[src/rtl/pipe_mul4_if.sv]
// Operand/product bus for the pipelined 4x4 multiplier.
interface pipe_mul4_if #(
  parameter int WIDTH = 4
);
  logic [WIDTH-1:0]   mul_a;
  logic [WIDTH-1:0]   mul_b;
  logic [2*WIDTH-1:0] mul_out;

  modport master (output mul_a, output mul_b, input mul_out);
  modport slave  (input mul_a, input mul_b, output mul_out);
endinterface

[src/rtl/pipe_mul4_top.sv]
// Fully pipelined unsigned WIDTHxWIDTH shift-and-add multiplier.
// Four register stages: operands, partial products, pair sums, product.
// rst_n is active-high despite its name and clears every stage asynchronously.

// One partial-product row: operand a shifted by the row index, gated by one bit of b.
module pipe_mul4_pp_lane #(
  parameter int WIDTH = 4,
  parameter int IDX   = 0
) (
  input  logic [WIDTH-1:0]   a,
  input  logic               b_bit,
  output logic [2*WIDTH-1:0] pp
);
  localparam int PW = 2 * WIDTH;

  // Row is zero when the multiplier bit is clear.
  always_comb begin
    pp = '0;
    if (b_bit) pp = PW'(a) << IDX;
  end
endmodule

module pipe_mul4_top #(
  parameter int WIDTH = 4
) (
  input  logic       clk,
  input  logic       rst_n,
  pipe_mul4_if.slave bus
);
  localparam int PW = 2 * WIDTH;

  logic [WIDTH-1:0]           a_r, b_r;
  logic [WIDTH-1:0][PW-1:0]   pp_c, pp_r;
  logic [PW-1:0]              s01, s23;
  logic [PW-1:0]              prod_r;

  // S0: capture operands.
  always_ff @(posedge clk or posedge rst_n) begin
    if (rst_n) begin
      a_r <= '0;
      b_r <= '0;
    end else begin
      a_r <= bus.mul_a;
      b_r <= bus.mul_b;
    end
  end

  // One partial-product generator per multiplier bit.
  for (genvar i = 0; i < WIDTH; i++) begin : g_pp
    pipe_mul4_pp_lane #(.WIDTH(WIDTH), .IDX(i)) u_lane (
      .a     (a_r),
      .b_bit (b_r[i]),
      .pp    (pp_c[i])
    );
  end

  // S1: register all partial-product rows.
  always_ff @(posedge clk or posedge rst_n) begin
    if (rst_n) pp_r <= '0;
    else       pp_r <= pp_c;
  end

  // S2: first adder-tree level; max pair sum fits in PW bits.
  always_ff @(posedge clk or posedge rst_n) begin
    if (rst_n) begin
      s01 <= '0;
      s23 <= '0;
    end else begin
      s01 <= pp_r[0] + pp_r[1];
      s23 <= pp_r[2] + pp_r[3];
    end
  end

  // S3: final sum; 15*15=225 never overflows 8 bits.
  always_ff @(posedge clk or posedge rst_n) begin
    if (rst_n) prod_r <= '0;
    else       prod_r <= s01 + s23;
  end

  assign bus.mul_out = prod_r;
endmodule

[src/flat_wrapper.sv]
// flat-port wrapper written by rule: the top's interface ports become plain ports
module pipe_mul4_top_flat 
#(
  parameter int WIDTH = 4
)
  (clk, rst_n, bus_mul_a, bus_mul_b, bus_mul_out);
  pipe_mul4_if #(.WIDTH(WIDTH)) bus_i ();
  input  logic clk;
  input  logic rst_n;
  input wire logic [$bits(bus_i.mul_a)-1:0] bus_mul_a;
  input wire logic [$bits(bus_i.mul_b)-1:0] bus_mul_b;
  output wire logic [$bits(bus_i.mul_out)-1:0] bus_mul_out;
  assign bus_i.mul_a = bus_mul_a;
  assign bus_i.mul_b = bus_mul_b;
  assign bus_mul_out = bus_i.mul_out;
  pipe_mul4_top #(.WIDTH(WIDTH)) u_core (.clk(clk), .rst_n(rst_n), .bus(bus_i));
endmodule
[config.mk]
export PLATFORM = sky130hd
export DESIGN_NAME = pipe_mul4_top_flat
export DESIGN_NICKNAME = d
export VERILOG_FILES = /design/src/rtl/pipe_mul4_if.sv /design/src/rtl/pipe_mul4_top.sv /design/src/flat_wrapper.sv
export SDC_FILE = /design/constraint.sdc
export NUM_CORES = 1
export LEC_CHECK = 0
export CAP_MARGIN = 0
export CORE_UTILIZATION = 50
export DETAILED_ROUTE_END_ITERATION = 10
export GPL_ROUTABILITY_DRIVEN = 0
export PLACE_DENSITY = 0.71
export RECOVER_POWER = 25
export SLEW_MARGIN = 20
export SYNTH_ARGS = -nofsm -noshare
export SYNTH_HDL_FRONTEND = slang
export SYNTH_SLANG_ARGS = --single-unit
[constraint.sdc]
create_clock -name clk -period 2.25 [get_ports clk]
set_input_delay 0.225 -clock clk [delete_from_list [all_inputs] [get_ports clk]]
set_output_delay 0.225 -clock clk [all_outputs]
set_load 0.01 [all_outputs]
# ---- After elaboration in Yosys (flattened, before gate mapping)
# Index checks and enable logic that the tools add are counted.
dict set report classes {
  n_mux 4
  add_sub_neg 3
}
# operator count
set ops {}
lappend ops {{$add 8x8->8} 3}
lappend ops {{$mux 7} 1}
lappend ops {{$mux 6} 1}
lappend ops {{$mux 5} 1}
lappend ops {{$mux 4} 1}
dict set report totals {
  input_bits 10
  word_cells 16
  out_inout_bits 8
  register_bits 64
}

# ---- Depth between registers and ports, before layout
# Gate-level depths: netlist (run 1).
dict set report depth {
  word_depth 1
  depth_mapped 7
  mapped_depth_nobuf 7
}

# ---- Modules after synthesis
# From an unflattened synthesis (run 1), not the netlist that was laid out.
dict set report hier_totals {
  hier_cells 222
  area_unflattened_um2 2755.1
}
# module instances cells_each seq_area_each_um2 area_each_um2
set by_module_without_submodules {}
lappend by_module_without_submodules {pipe_mul4_top 1 186 1601.5 2519.9}
lappend by_module_without_submodules {pipe_mul4_pp_lane 4 9 0.0 58.8}

# ---- Least setup slack after synthesis (run 1)
# No wires, ideal clock.
dict set report synth_path {
  path_kind {register to register}
  start {register u_core.s23[2]}
  end {register u_core.prod_r[6] (netlist: u_core.bus.mul_out[6])}
  setup_time_ns 0.123
  stages_incl_launch_ff 8
  t_required_ns 2.127
  path_slack_ns 0.904
  n_path_buf 0
  t_arrival_ns 1.223
  cell_sequence {dfrtp_1 ha_1 inv_1 fa_1 inv_1 a21o_1 a21oi_2 xnor2_1}
}
dict set report synth_via {
  elab_chain_len 1
}
# element line
set synth_rtl {}
lappend synth_rtl {{from (decl)} pipe_mul4_top.sv:34} ;# logic [PW-1:0] s01, s23;
lappend synth_rtl {{from (signal assigned)} pipe_mul4_top.sv:70} ;# s23 <= pp_r[2] + pp_r[3];
lappend synth_rtl {{$add 8x8->8} pipe_mul4_top.sv:77} ;# else prod_r <= s01 + s23;
lappend synth_rtl {{to (signal assigned)} pipe_mul4_top.sv:77}
lappend synth_rtl {{to (decl)} pipe_mul4_top.sv:35} ;# logic [PW-1:0] prod_r;
# No other way between the ends.

# ---- Final worst setup path (run 1)
dict set report layout_path {
  start {register u_core.prod_r[3] (netlist: u_core.bus.mul_out[3])}
  end {output port bus_mul_out[3]}
}
# element line
set layout_rtl {}
lappend layout_rtl {{to (decl)} flat_wrapper.sv:12} ;# output wire logic [$bits(bus_i.mul_out)-1:0] bus_mul_out;
# No word-level cell between the ends.

==> report_table.html, run 1 <==
<table>
<tr><th>Metric</th><th>Value</th></tr>
<tr><th colspan="2">STA</th></tr>
<tr><td>Number of hold violations in the final report</td><td>0</td></tr>
<tr><td>Count of endpoints failing setup in the final report</td><td>0</td></tr>
<tr><td>Minimum period implied by the final worst setup slack</td><td>1.431 ns</td></tr>
<tr><td>Unrepaired setup endpoints after global routing</td><td>no</td></tr>
<tr><td>Least-Margin Pin Slew</td><td>0.5048 ns</td></tr>
<tr><td>Final period utilization</td><td>63.60%</td></tr>
<tr><td>Setup_tns</td><td>0 ns</td></tr>
<tr><td>Fmax</td><td>698.8 MHz</td></tr>
<tr><td>Final Max Tran Viols</td><td>0</td></tr>
<tr><td>Post-route clock skew</td><td>0.005162 ns</td></tr>
<tr><td>Max transition margin</td><td>66.35%</td></tr>
<tr><th colspan="2">Route</th></tr>
<tr><td>Routed via count divided by cell count</td><td>4.696</td></tr>
<tr><td>Detailed Routing Iterations Pass 1</td><td>3</td></tr>
<tr><td>Post-DR wirelength/cell</td><td>10.83 microns</td></tr>
<tr><td>Count of unresolved DRC violations after routing</td><td>0</td></tr>
<tr><td>Via count</td><td>850</td></tr>
<tr><td>Routed Wire Length</td><td>1960 microns</td></tr>
<tr><td>Routed Antenna Nets</td><td>0</td></tr>
<tr><td>Number of DRC markers in iteration 0</td><td>9</td></tr>
<tr><th colspan="2">Logic synthesis</th></tr>
<tr><td>Cells taking the most area after synthesis</td><td>sky130_fd_sc_hd__dfrtp_1, sky130_fd_sc_hd__ha_1, sky130_fd_sc_hd__and2_1</td></tr>
<tr><td>Post-Syn Instances</td><td>111</td></tr>
<tr><td>Count of different cell masters after synthesis</td><td>15</td></tr>
<tr><td>Area share of the largest cell type after synthesis</td><td>68.38%</td></tr>
<tr><td>Flop and latch count out of synthesis</td><td>44</td></tr>
<tr><td>Number of warnings printed during yosys synthesis</td><td>0</td></tr>
<tr><td>Number of nets in the synthesized netlist</td><td>134</td></tr>
<tr><td>Syn_area_per_cell</td><td>14.51 sq um</td></tr>
<tr><td>Cell type contributing the most total cell area after synthesis</td><td>sky130_fd_sc_hd__dfrtp_1</td></tr>
<tr><td>Post-synthesis instance area</td><td>1610 sq um</td></tr>
<tr><td>Sequential share of the synthesized area</td><td>68.38%</td></tr>
<tr><th colspan="2">Clock tree</th></tr>
<tr><td>Number of levels in the clock H-tree</td><td>2</td></tr>
<tr><td>Clock-pin slew reported for the worst setup and hold paths after clock tree synthesis</td><td>0.11 ns</td></tr>
<tr><td>Inserted Clock Buffers</td><td>5</td></tr>
<tr><td>Post-CTS Hold Buffers</td><td>0</td></tr>
<tr><td>Cell chosen for the clock root</td><td>sky130_fd_sc_hd__clkbuf_4</td></tr>
<tr><td>Clock sink count</td><td>44</td></tr>
<tr><td>CTS tree</td><td>yes</td></tr>
<tr><td>Cts repair resizes</td><td>0</td></tr>
<tr><td>Clk_lat worst skew</td><td>0.34 ns</td></tr>
<tr><td>Maximum number of buffers from clock root to sink</td><td>2</td></tr>
<tr><td>Post-CTS setup buffers</td><td>0</td></tr>
<tr><th colspan="2">Place</th></tr>
<tr><td>Count of buffers inserted at the top-level ports</td><td>17</td></tr>
<tr><td>Placement Cell Area</td><td>1843 sq um</td></tr>
<tr><td>Total half-perimeter wirelength after legalization and detailed placement</td><td>1427 microns</td></tr>
<tr><th colspan="2">Power</th></tr>
<tr><td>Leakage</td><td>0.9430 nW</td></tr>
<tr><td>Total power divided by cell area</td><td>765.4 nW/um^2</td></tr>
<tr><td>Worst supply voltage drop on vdd</td><td>0.4478 mV</td></tr>
<tr><th colspan="2">Critical path</th></tr>
<tr><td>Crit-path max cell delay</td><td>0.52 ns</td></tr>
<tr><td>Worst Setup SP</td><td>u_core.bus.mul_out[3]</td></tr>
<tr><td>Number of buffers and inverters on the critical path</td><td>1</td></tr>
<tr><td>Cell family with the largest share of critical-path delay</td><td>buffers and inverters</td></tr>
<tr><td>Crit Path Category</td><td>register to output pin</td></tr>
<tr><td>Kind of start point of the critical path</td><td>register</td></tr>
<tr><td>Source of the worst register-to-register timing path</td><td>u_core.s23[2]</td></tr>
<tr><td>Crit-path slowest cell</td><td>sky130_fd_sc_hd__clkdlybuf4s50_1</td></tr>
<tr><td>Endpoint arrival time on the critical path</td><td>1.21 ns</td></tr>
<tr><td>Crit-path cells</td><td>clkdlybuf4s50_1</td></tr>
<tr><td>Type of element capturing the critical path</td><td>output pin</td></tr>
<tr><td>Crit Path Max Fanout</td><td>1</td></tr>
<tr><td>Req. time, crit path</td><td>2.03 ns</td></tr>
<tr><th colspan="2">Floorplan</th></tr>
<tr><td>Die area</td><td>3452 sq um</td></tr>
<tr><td>Die Y-Extent</td><td>58.75 microns</td></tr>
<tr><td>Initial standard-cell utilization of the core</td><td>52.75%</td></tr>
<tr><td>Die span in x</td><td>58.75 microns</td></tr>
<tr><td>I/O pin count</td><td>18</td></tr>
<tr><td>Number of cell rows</td><td>20</td></tr>
<tr><td>Area of the core</td><td>3053 sq um</td></tr>
<tr><th colspan="2">Cells and area</th></tr>
<tr><td>Cell area after layout</td><td>1902 sq um</td></tr>
<tr><td>Number of nets in the finished design</td><td>159</td></tr>
<tr><td>Antenna diode count</td><td>0</td></tr>
<tr><td># fillers</td><td>243</td></tr>
<tr><td>Leading cell type in the layout, fill and taps excluded</td><td>sky130_fd_sc_hd__dfrtp_1</td></tr>
<tr><td>Layout Area Growth over Synthesis</td><td>18.10%</td></tr>
<tr><td>Highest-count cells in the layout ignoring fill and taps</td><td>sky130_fd_sc_hd__dfrtp_1, sky130_fd_sc_hd__and2_1, sky130_fd_sc_hd__inv_1, sky130_fd_sc_hd__ha_1, sky130_fd_sc_hd__clkdlybuf4s50_1</td></tr>
<tr><td>Layout cell share with drive strength beyond 1</td><td>5.839%</td></tr>
<tr><th colspan="2">Global route</th></tr>
<tr><td>Initial antenna violation count</td><td>0</td></tr>
<tr><td>Global-route wire length before repair</td><td>3277 microns</td></tr>
<tr><td>Pin count of the biggest net entering global routing</td><td>45</td></tr>
<tr><td>Vias in the first global route</td><td>864</td></tr>
<tr><td>Total global-route track usage</td><td>13.92%</td></tr>
<tr><td>Overflow after GRT</td><td>0</td></tr>
<tr><th colspan="2">Status</th></tr>
<tr><td>Status</td><td>finished clean</td></tr>
<tr><th colspan="2">Job</th></tr>
<tr><td>Max Cap Violations</td><td>0</td></tr>
<tr><th colspan="2">Hold path</th></tr>
<tr><td>Worst min-delay path category</td><td>input pin to async pin</td></tr>
</table>
-- cells by family after synthesis --
logic type / synth area share, %
adders and majority gates: 11.50
xor gates and xnor gates: 4.351
AOI/OAI and AO/OA: 4.273
buffers and inverters: 3.263
and+or+nand+nor: 8.236
DFF: 68.38
-- report_power, final --
| part | switching [mW] | internal (mW) | total [mW] |
|---|---|---|---|
| sequential | 0.0285 | 0.858 | 0.887 |
| combinational | 0.0872 | 0.110 | 0.198 |
| clock | 0.217 | 0.154 | 0.371 |
-- flip-flops by register name (all words and copies together), names as in the netlist --
register / cells
u_core.s23: 6
u_core.b_r: 4
u_core.pp_r: 16
u_core.s01: 6
u_core.a_r: 4
u_core.bus.mul_out: 8
-- area by class of cell --
class,instances,area [sq um],area share (%)
clock buffers,8,58.81,3.092
inverters,14,52.55,2.763
multi-input cells,53,456.7,24.01
flip-flops and latches,44,1101,57.90
well taps,44,55.05,2.895
repair buffers,18,177.7,9.342
-- cell usage after synthesis, drive strengths merged --
library cell / count
dfrtp: 44
and2: 16
inv: 14
ha: 10
xnor2: 7
a21o: 4
a21oi: 4
fa: 3
nand3: 2
nor2b: 2
o21a: 2
nand2: 1
nand4: 1
xor2: 1
-- layer usage --
metal / GRT usage (%) / part of all wire, %
met3: 4.615 / 5.3
met4: 10.88 / 2.1
met1: 10.88 / 36
met2: 26.95 / 57
met5: 0 / 0
-- worst paths after layout --
path / to / slack [ns] / cells after the start
max in group asynchronous: u_core.s23[4] / 1.61 / 3
hold / removal: u_core.bus.mul_out[2] / 0.30 / 3
setup reg to reg: u_core.bus.mul_out[6] / 0.83 / 7
hold reg to reg: u_core.s01[0] / 0.36 / 0
setup / recovery: bus_mul_out[3] / 0.82 / 1
min in group clk: u_core.s01[0] / 0.36 / 0
-- stage by stage --
step | std cells | total power, mW | setup WS [ns] | hold slack [ns] | utilization (%)
floorplan | 111 | 1.009 | 0.9035 | 0.2564 | -
global placement | 173 | 1.097 | 0.8722 | 0.3322 | 60.37
detailed placement | 173 | 1.107 | 0.8456 | 0.3372 | 60.37
CTS | 181 | 1.477 | 0.7931 | 0.3027 | 62.30
global route | 181 | 1.532 | 0.7133 | 0.3365 | 62.30
finish | 181 | 1.456 | 0.8190 | 0.3007 | 62.30
Power figures use the tool's default switching activity.
==> inputs of run 2 (changes only) <==
CORE_UTILIZATION = 48   (was 50)
clock period = 1.2 ns   (was 2.25 ns; I/O delays follow)
==> run 2 against run 1 <==
- the flow now finishes with violations (negative setup slack)
- first-iteration DRC count rose to 2.9 times the previous value
- largest power group unchanged
- final area is 2.8% higher
- clock skew increased by 0.0017 ns
- die area rose by 4.0%
- combinational power increased by 95%
- critical path depth is 6 higher
- largest cell class unchanged
==> report_table.html, run 2 (same netlist as run 1, synthesis figures left out) <==
<table>
<tr><th>Metric</th><th>Value</th></tr>
<tr><th colspan="2">Clock tree</th></tr>
<tr><td>Maximum number of buffers from clock root to sink</td><td>2</td></tr>
<tr><td>Cell chosen for the clock root</td><td>sky130_fd_sc_hd__clkbuf_4</td></tr>
<tr><td>Inserted Clock Buffers</td><td>5</td></tr>
<tr><td>CTS tree</td><td>yes</td></tr>
<tr><td>Clock-pin slew reported for the worst setup and hold paths after clock tree synthesis</td><td>0.12 ns</td></tr>
<tr><td>Clk_lat worst skew</td><td>0.35 ns</td></tr>
<tr><td>Number of levels in the clock H-tree</td><td>2</td></tr>
<tr><td>Clock sink count</td><td>44</td></tr>
<tr><th colspan="2">Cells and area</th></tr>
<tr><td>Layout Area Growth over Synthesis</td><td>21.37%</td></tr>
<tr><td>Number of nets in the finished design</td><td>162</td></tr>
<tr><td>Layout cell share with drive strength beyond 1</td><td>20.00%</td></tr>
<tr><td>Leading cell type in the layout, fill and taps excluded</td><td>sky130_fd_sc_hd__dfrtp_1</td></tr>
<tr><td>Highest-count cells in the layout ignoring fill and taps</td><td>sky130_fd_sc_hd__dfrtp_1, sky130_fd_sc_hd__and2_1, sky130_fd_sc_hd__inv_1, sky130_fd_sc_hd__dlygate4sd3_1, sky130_fd_sc_hd__ha_1</td></tr>
<tr><td>Antenna diode count</td><td>0</td></tr>
<tr><td>Final Instance Count excl. Fillers</td><td>184</td></tr>
<tr><td>Largest reg by FF count</td><td>u_core.pp_r</td></tr>
<tr><td>Number of flip-flops under the largest register name</td><td>16</td></tr>
<tr><th colspan="2">Hold path</th></tr>
<tr><td>Instance count along the most critical hold path</td><td>1</td></tr>
<tr><td>Worst min-delay path category</td><td>input pin to register</td></tr>
<tr><th colspan="2">Floorplan</th></tr>
<tr><td>Area of the core</td><td>3128 sq um</td></tr>
<tr><td>Die area</td><td>3590 sq um</td></tr>
<tr><td>Die span in x</td><td>59.92 microns</td></tr>
<tr><td>I/O pin count</td><td>18</td></tr>
<tr><td>Number of cell rows</td><td>20</td></tr>
<tr><td>Initial standard-cell utilization of the core</td><td>51.48%</td></tr>
<tr><td>Die Y-Extent</td><td>59.92 microns</td></tr>
<tr><th colspan="2">Power</th></tr>
<tr><td>Total power divided by cell area</td><td>1404 nW/um^2</td></tr>
<tr><td>Fraction of power spent switching nets</td><td>25.51%</td></tr>
<tr><td>Worst supply voltage drop on vdd</td><td>0.8609 mV</td></tr>
<tr><td>Leakage</td><td>0.9639 nW</td></tr>
<tr><td>Clock share of power</td><td>25.4%</td></tr>
<tr><td>Final Power</td><td>2.744 mW</td></tr>
<tr><td>Register share of total power</td><td>60.5%</td></tr>
<tr><td>Switch Pwr</td><td>0.6999 mW</td></tr>
<tr><td>Relative contribution of combinational cells to total power</td><td>14.1%</td></tr>
<tr><td>Internal power</td><td>2.044 mW</td></tr>
<tr><th colspan="2">STA</th></tr>
<tr><td>Final Max Tran Viols</td><td>0</td></tr>
<tr><td>Worst path setup slack after routing</td><td>-0.1809 ns</td></tr>
<tr><td>Number of hold violations in the final report</td><td>0</td></tr>
<tr><td>Setup_tns</td><td>-0.5308 ns</td></tr>
<tr><td>Max transition margin</td><td>33.33%</td></tr>
<tr><td>Post-route clock skew</td><td>0.006903 ns</td></tr>
<tr><td>Least-Margin Pin Slew</td><td>1.000 ns</td></tr>
<tr><td>Final period utilization</td><td>115.1%</td></tr>
<tr><td>Minimum period implied by the final worst setup slack</td><td>1.381 ns</td></tr>
<tr><td>Unrepaired setup endpoints after global routing</td><td>yes</td></tr>
<tr><td>Final-layout worst hold slack</td><td>0.3068 ns</td></tr>
<tr><td>Fmax</td><td>724.2 MHz</td></tr>
<tr><td>Count of endpoints failing setup in the final report</td><td>9</td></tr>
<tr><th colspan="2">Route</th></tr>
<tr><td>Routed Antenna Nets</td><td>0</td></tr>
<tr><td>Via count</td><td>862</td></tr>
<tr><td>Routed Wire Length</td><td>2026 microns</td></tr>
<tr><td>Count of unresolved DRC violations after routing</td><td>0</td></tr>
<tr><td>Post-DR wirelength/cell</td><td>11.01 microns</td></tr>
<tr><td>Detailed Routing Iterations Pass 1</td><td>4</td></tr>
<tr><td>Routed via count divided by cell count</td><td>4.685</td></tr>
<tr><td>Number of DRC markers in iteration 0</td><td>26</td></tr>
<tr><th colspan="2">Critical path</th></tr>
<tr><td>Req. time, crit path</td><td>1.45 ns</td></tr>
<tr><td>Kind of start point of the critical path</td><td>register</td></tr>
<tr><td>Register-to-register setup slack</td><td>-0.18 ns</td></tr>
<tr><td>Endpoint arrival time on the critical path</td><td>1.63 ns</td></tr>
<tr><td>Crit Path Max Fanout</td><td>2</td></tr>
<tr><td>Crit Path Category</td><td>register to register</td></tr>
<tr><td>Type of element capturing the critical path</td><td>register</td></tr>
<tr><td>R2R cell count</td><td>7</td></tr>
<tr><th colspan="2">Place</th></tr>
<tr><td>Pre-CTS WS</td><td>-0.1886 ns</td></tr>
<tr><td>Number of placed cells counting well taps</td><td>175</td></tr>
<tr><td>Total half-perimeter wirelength after legalization and detailed placement</td><td>1464 microns</td></tr>
<tr><td>Count of buffers inserted at the top-level ports</td><td>17</td></tr>
<tr><th colspan="2">Status</th></tr>
<tr><td>Status</td><td>complete, but fails checks</td></tr>
<tr><td>Violations in the final reports</td><td>negative setup slack</td></tr>
<tr><th colspan="2">Global route</th></tr>
<tr><td>Overflow after GRT</td><td>0</td></tr>
<tr><td>Initial antenna violation count</td><td>0</td></tr>
<tr><td>Vias in the first global route</td><td>916</td></tr>
<tr><td>Pin count of the biggest net entering global routing</td><td>45</td></tr>
<tr><td>Total global-route track usage</td><td>15.22%</td></tr>
<tr><td>Global-route wire length before repair</td><td>3622 microns</td></tr>
<tr><th colspan="2">Job</th></tr>
<tr><td>Max Cap Violations</td><td>0</td></tr>
</table>
## run 2: worst paths after layout
kind	endpoint	startpoint
hold / removal	u_core.a_r[1]	bus_mul_a[1]
min in group asynchronous	u_core.s01[2]	rst_n
setup / recovery	u_core.bus.mul_out[6]	u_core.s01[2]
setup reg to reg	u_core.bus.mul_out[6]	u_core.s01[2]
hold reg to reg	u_core.bus.mul_out[0]	u_core.s01[0]
max in group asynchronous	u_core.pp_r[21]	rst_n
## run 2: cell type report
| type | instances | area, sq um |
|---|---|---|
| inverter | 14 | 52.55 |
| clock inverter | 3 | 23.77 |
| fill | 235 | 1174 |
| timing repair buffer | 21 | 193.9 |
| clock buffer | 5 | 37.54 |
| multi-input combinational | 53 | 490.5 |
| tap | 44 | 55.05 |
| sequential | 44 | 1101 |
## run 2: metal layers
layer  wire [microns]  vias up  track usage [%]
met5                0        -                0
met4               76        0            10.96
met3              120       10            7.143
met2             1133       25            26.51
met1              696      425            13.53
li1                 -      402                -
## run 2: timing repair
item / 4_1_cts / 5_1_grt
gates cloned: 0 / 0
hold buffers: 0 / 0
buffers inserted: 0 / 1
endpoints found under the setup margin: 18 / 17
gates resized for setup: 16 / 11
pin swaps: 7 / 8
## run 2: per-stage QoR
| stage | cell area, sq um | utilization, % |
|---|---|---|
| final | 1954 | 62.48 |
| after global placement | 1873 | 59.88 |
| after detailed placement | 1873 | 59.88 |
| after floorplan | 1613 | - |
| after global routing | 1954 | 62.48 |
| after CTS | 1951 | 62.36 |
## run 2: critical path, stage by stage (launching register included)
cell and delay (ns):
sky130_fd_sc_hd__dfrtp_1 0.36, sky130_fd_sc_hd__ha_2 0.19, sky130_fd_sc_hd__inv_2 0.04, sky130_fd_sc_hd__fa_2 0.34
sky130_fd_sc_hd__inv_2 0.06, sky130_fd_sc_hd__a21o_1 0.12, sky130_fd_sc_hd__a21oi_2 0.06, sky130_fd_sc_hd__xnor2_1 0.12
## run 2: power groups by stage
stage / clock (mW) / combinational (mW) / sequential [mW]
after floorplan: 0 / 0.184 / 1.71
after global placement: 0 / 0.392 / 1.69
after detailed placement: 0 / 0.406 / 1.69
after CTS: 0.727 / 0.392 / 1.66
after global routing: 0.804 / 0.433 / 1.68
final: 0.697 / 0.386 / 1.66
==> RTL edit (settings of run 1) <==
`WIDTH` is set to 4 in 4 places; all go to 6.
--- a/src/rtl/pipe_mul4_if.sv
+++ b/src/rtl/pipe_mul4_if.sv
@@ -2,3 +2,3 @@
 interface pipe_mul4_if #(
-  parameter int WIDTH = 4
+  parameter int WIDTH = 6
 );
--- a/src/rtl/pipe_mul4_top.sv
+++ b/src/rtl/pipe_mul4_top.sv
@@ -6,3 +6,3 @@
 module pipe_mul4_pp_lane #(
-  parameter int WIDTH = 4,
+  parameter int WIDTH = 6,
   parameter int IDX   = 0
@@ -23,3 +23,3 @@
 module pipe_mul4_top #(
-  parameter int WIDTH = 4
+  parameter int WIDTH = 6
 ) (
--- a/src/flat_wrapper.sv
+++ b/src/flat_wrapper.sv
@@ -3,3 +3,3 @@
 #(
-  parameter int WIDTH = 4
+  parameter int WIDTH = 6
 )
Interface: changed (resized bus_mul_a, bus_mul_b and bus_mul_out); port bits go from 18 to 26. The function was not compared with the original's and may differ.
==> RTL edit against run 1 <==
The run now ends with design-rule violations left; design area rose by 49%; power rose by 73%; critical path depth rose by 5; critical endpoint is now u_core.bus.mul_out[8]$_DFF_PP0_; core utilization rose by 1.5 points; sequential cell count rose by 17; synthesized area rose by 47%; routed wire length rose by 53%; critical path type is now reg2reg; setup slack got worse by 0.51 ns.
==> RTL edit: results (changes against run 1) <==
Setup path
  • Critical-path top delay cell: fa_1
  • Maximum fanout along the worst path: 3 (+2)
  • Worst Path Arrival: 2.19 ns (+0.98 ns)
  • Crit path kind: reg2reg
  • Setup slack, reg-to-reg: 0.31 ns (-0.52 ns)
  • Top delay family on crit path: adder cells
  • Depth of the most critical reg-to-reg path: 6 (-1)
  • End point of the critical path: u_core.bus.mul_out[8]$_DFF_PP0_

Synthesis
  • Cell variety after synth: 24 (+9)
  • Net count after synthesis: 207 (+54%)
  • Sequential fraction of the synthesis area: 64.69% (-3.7 points)
  • Main area contributors after synthesis: dfrtp_1 (65%), ha_1 (8.5%), and2_1 (6.4%)
  • Post-synthesis xor/xnor area fraction: 4.454% (+0.10 points)
  • Synth cell count leaders: dfrtp_1 (61), and2_1 (24), ha_1 (16), inv_1 (11), xnor2_1 (11)
  • Synth Area in Adders: 11.03% (-0.47 points)

Run status
  • Failing checks: design-rule violations
  • Outcome: finished with violations

Placed design
  • Place WS: 0.3241 ns (-0.5215 ns)
  • Dpl cell area: 0.002658 mm^2 (+44%)
  • Port Buf Inserts: 22 (+5)
  • Post-Place Cells: 248 (+43%)
  • Post-DP HPWL: 2.202 mm (+54%)

Final layout
  • Cell area after layout: 0.002834 mm^2 (+49%)
  • Non-Filler Instances: 264 (+46%)
  • NumNets Final: 240 (+51%)
  • Max reg flops: 24 (+8)
  • Fill count: 321 (+32%)
  • Layout cells sized above 1: 8.491% (+2.7 points)

STA
  • Worst Tran Pin Value: 1.376 ns (+0.8709 ns)
  • Period minus WS final: 1.939 ns (+0.5077 ns)
  • Clk_skew: 0.004867 ns (-0.0002947 ns)
  • Hold Slack: 0.3468 ns (+0.04610 ns)

CTS
  • Cell chosen for the clock root: clkbuf_8
  • H-tree depth: 3 (+1)
  • Num CTS Buffers: 9 (+4)

Pwr
  • Net switching power: 0.0005846 W (+76%)
  • Pwr/cell area: 889.4 mW/mm^2 (+16%)
  • P_leak: 1.323 nW (+40%)
  • VDD IR max: 0.5239 mV (+17%)
  • Clk pwr share: 36.2% (+11 points)
  • Flop+latch power: 0.00125 W (+41%)

Detailed routing
  • Residual DRC count: 4 (+4)
  • DRT Pass-1 Iters: 7 (+4)
  • Routed WL: 3.000 mm (+53%)
  • DRT iter0 DRCs: 55 (+46)

Global routing
  • Vias in the first global route: 1,349 (+56%)
  • Pin count of the biggest net entering global routing: 62 (+38%)
## RTL edit: routing by layer
layer | part of all wire [%] | vias up | track usage (%) | wire, um
met2 | 51 | 35 | 25.75 | 1533
li1 | - | 634 | - | -
met4 | 3.7 | 0 | 10.00 | 112
met5 | 0 | - | 0 | 0
met3 | 5.0 | 12 | 6.410 | 151
met1 | 40 | 589 | 14.30 | 1202
## RTL edit: logic make-up (layout without fill, tap and decap cells)
kind of cell             Yosys count  in the layout
AO/OA/AOI/OAI                     26             26
XOR/XNOR                          12             12
adder cells (fa/ha/maj)           19             19
buffers and inverters             12             50
flip-flops                        61             61
other                              1              1
AND/OR/NAND/NOR                   43             43
## RTL edit: cell type report
| cell class | instances | area share (%) |
|---|---|---|
| Clock buffer | 11 | 4.989 |
| Clock inverter | 5 | 1.766 |
| Inverter | 11 | 1.457 |
| Multi-Input combinational cell | 101 | 27.68 |
| Sequential cell | 61 | 53.86 |
| Tap cell | 52 | 2.296 |
| Timing Repair Buffer | 23 | 7.947 |
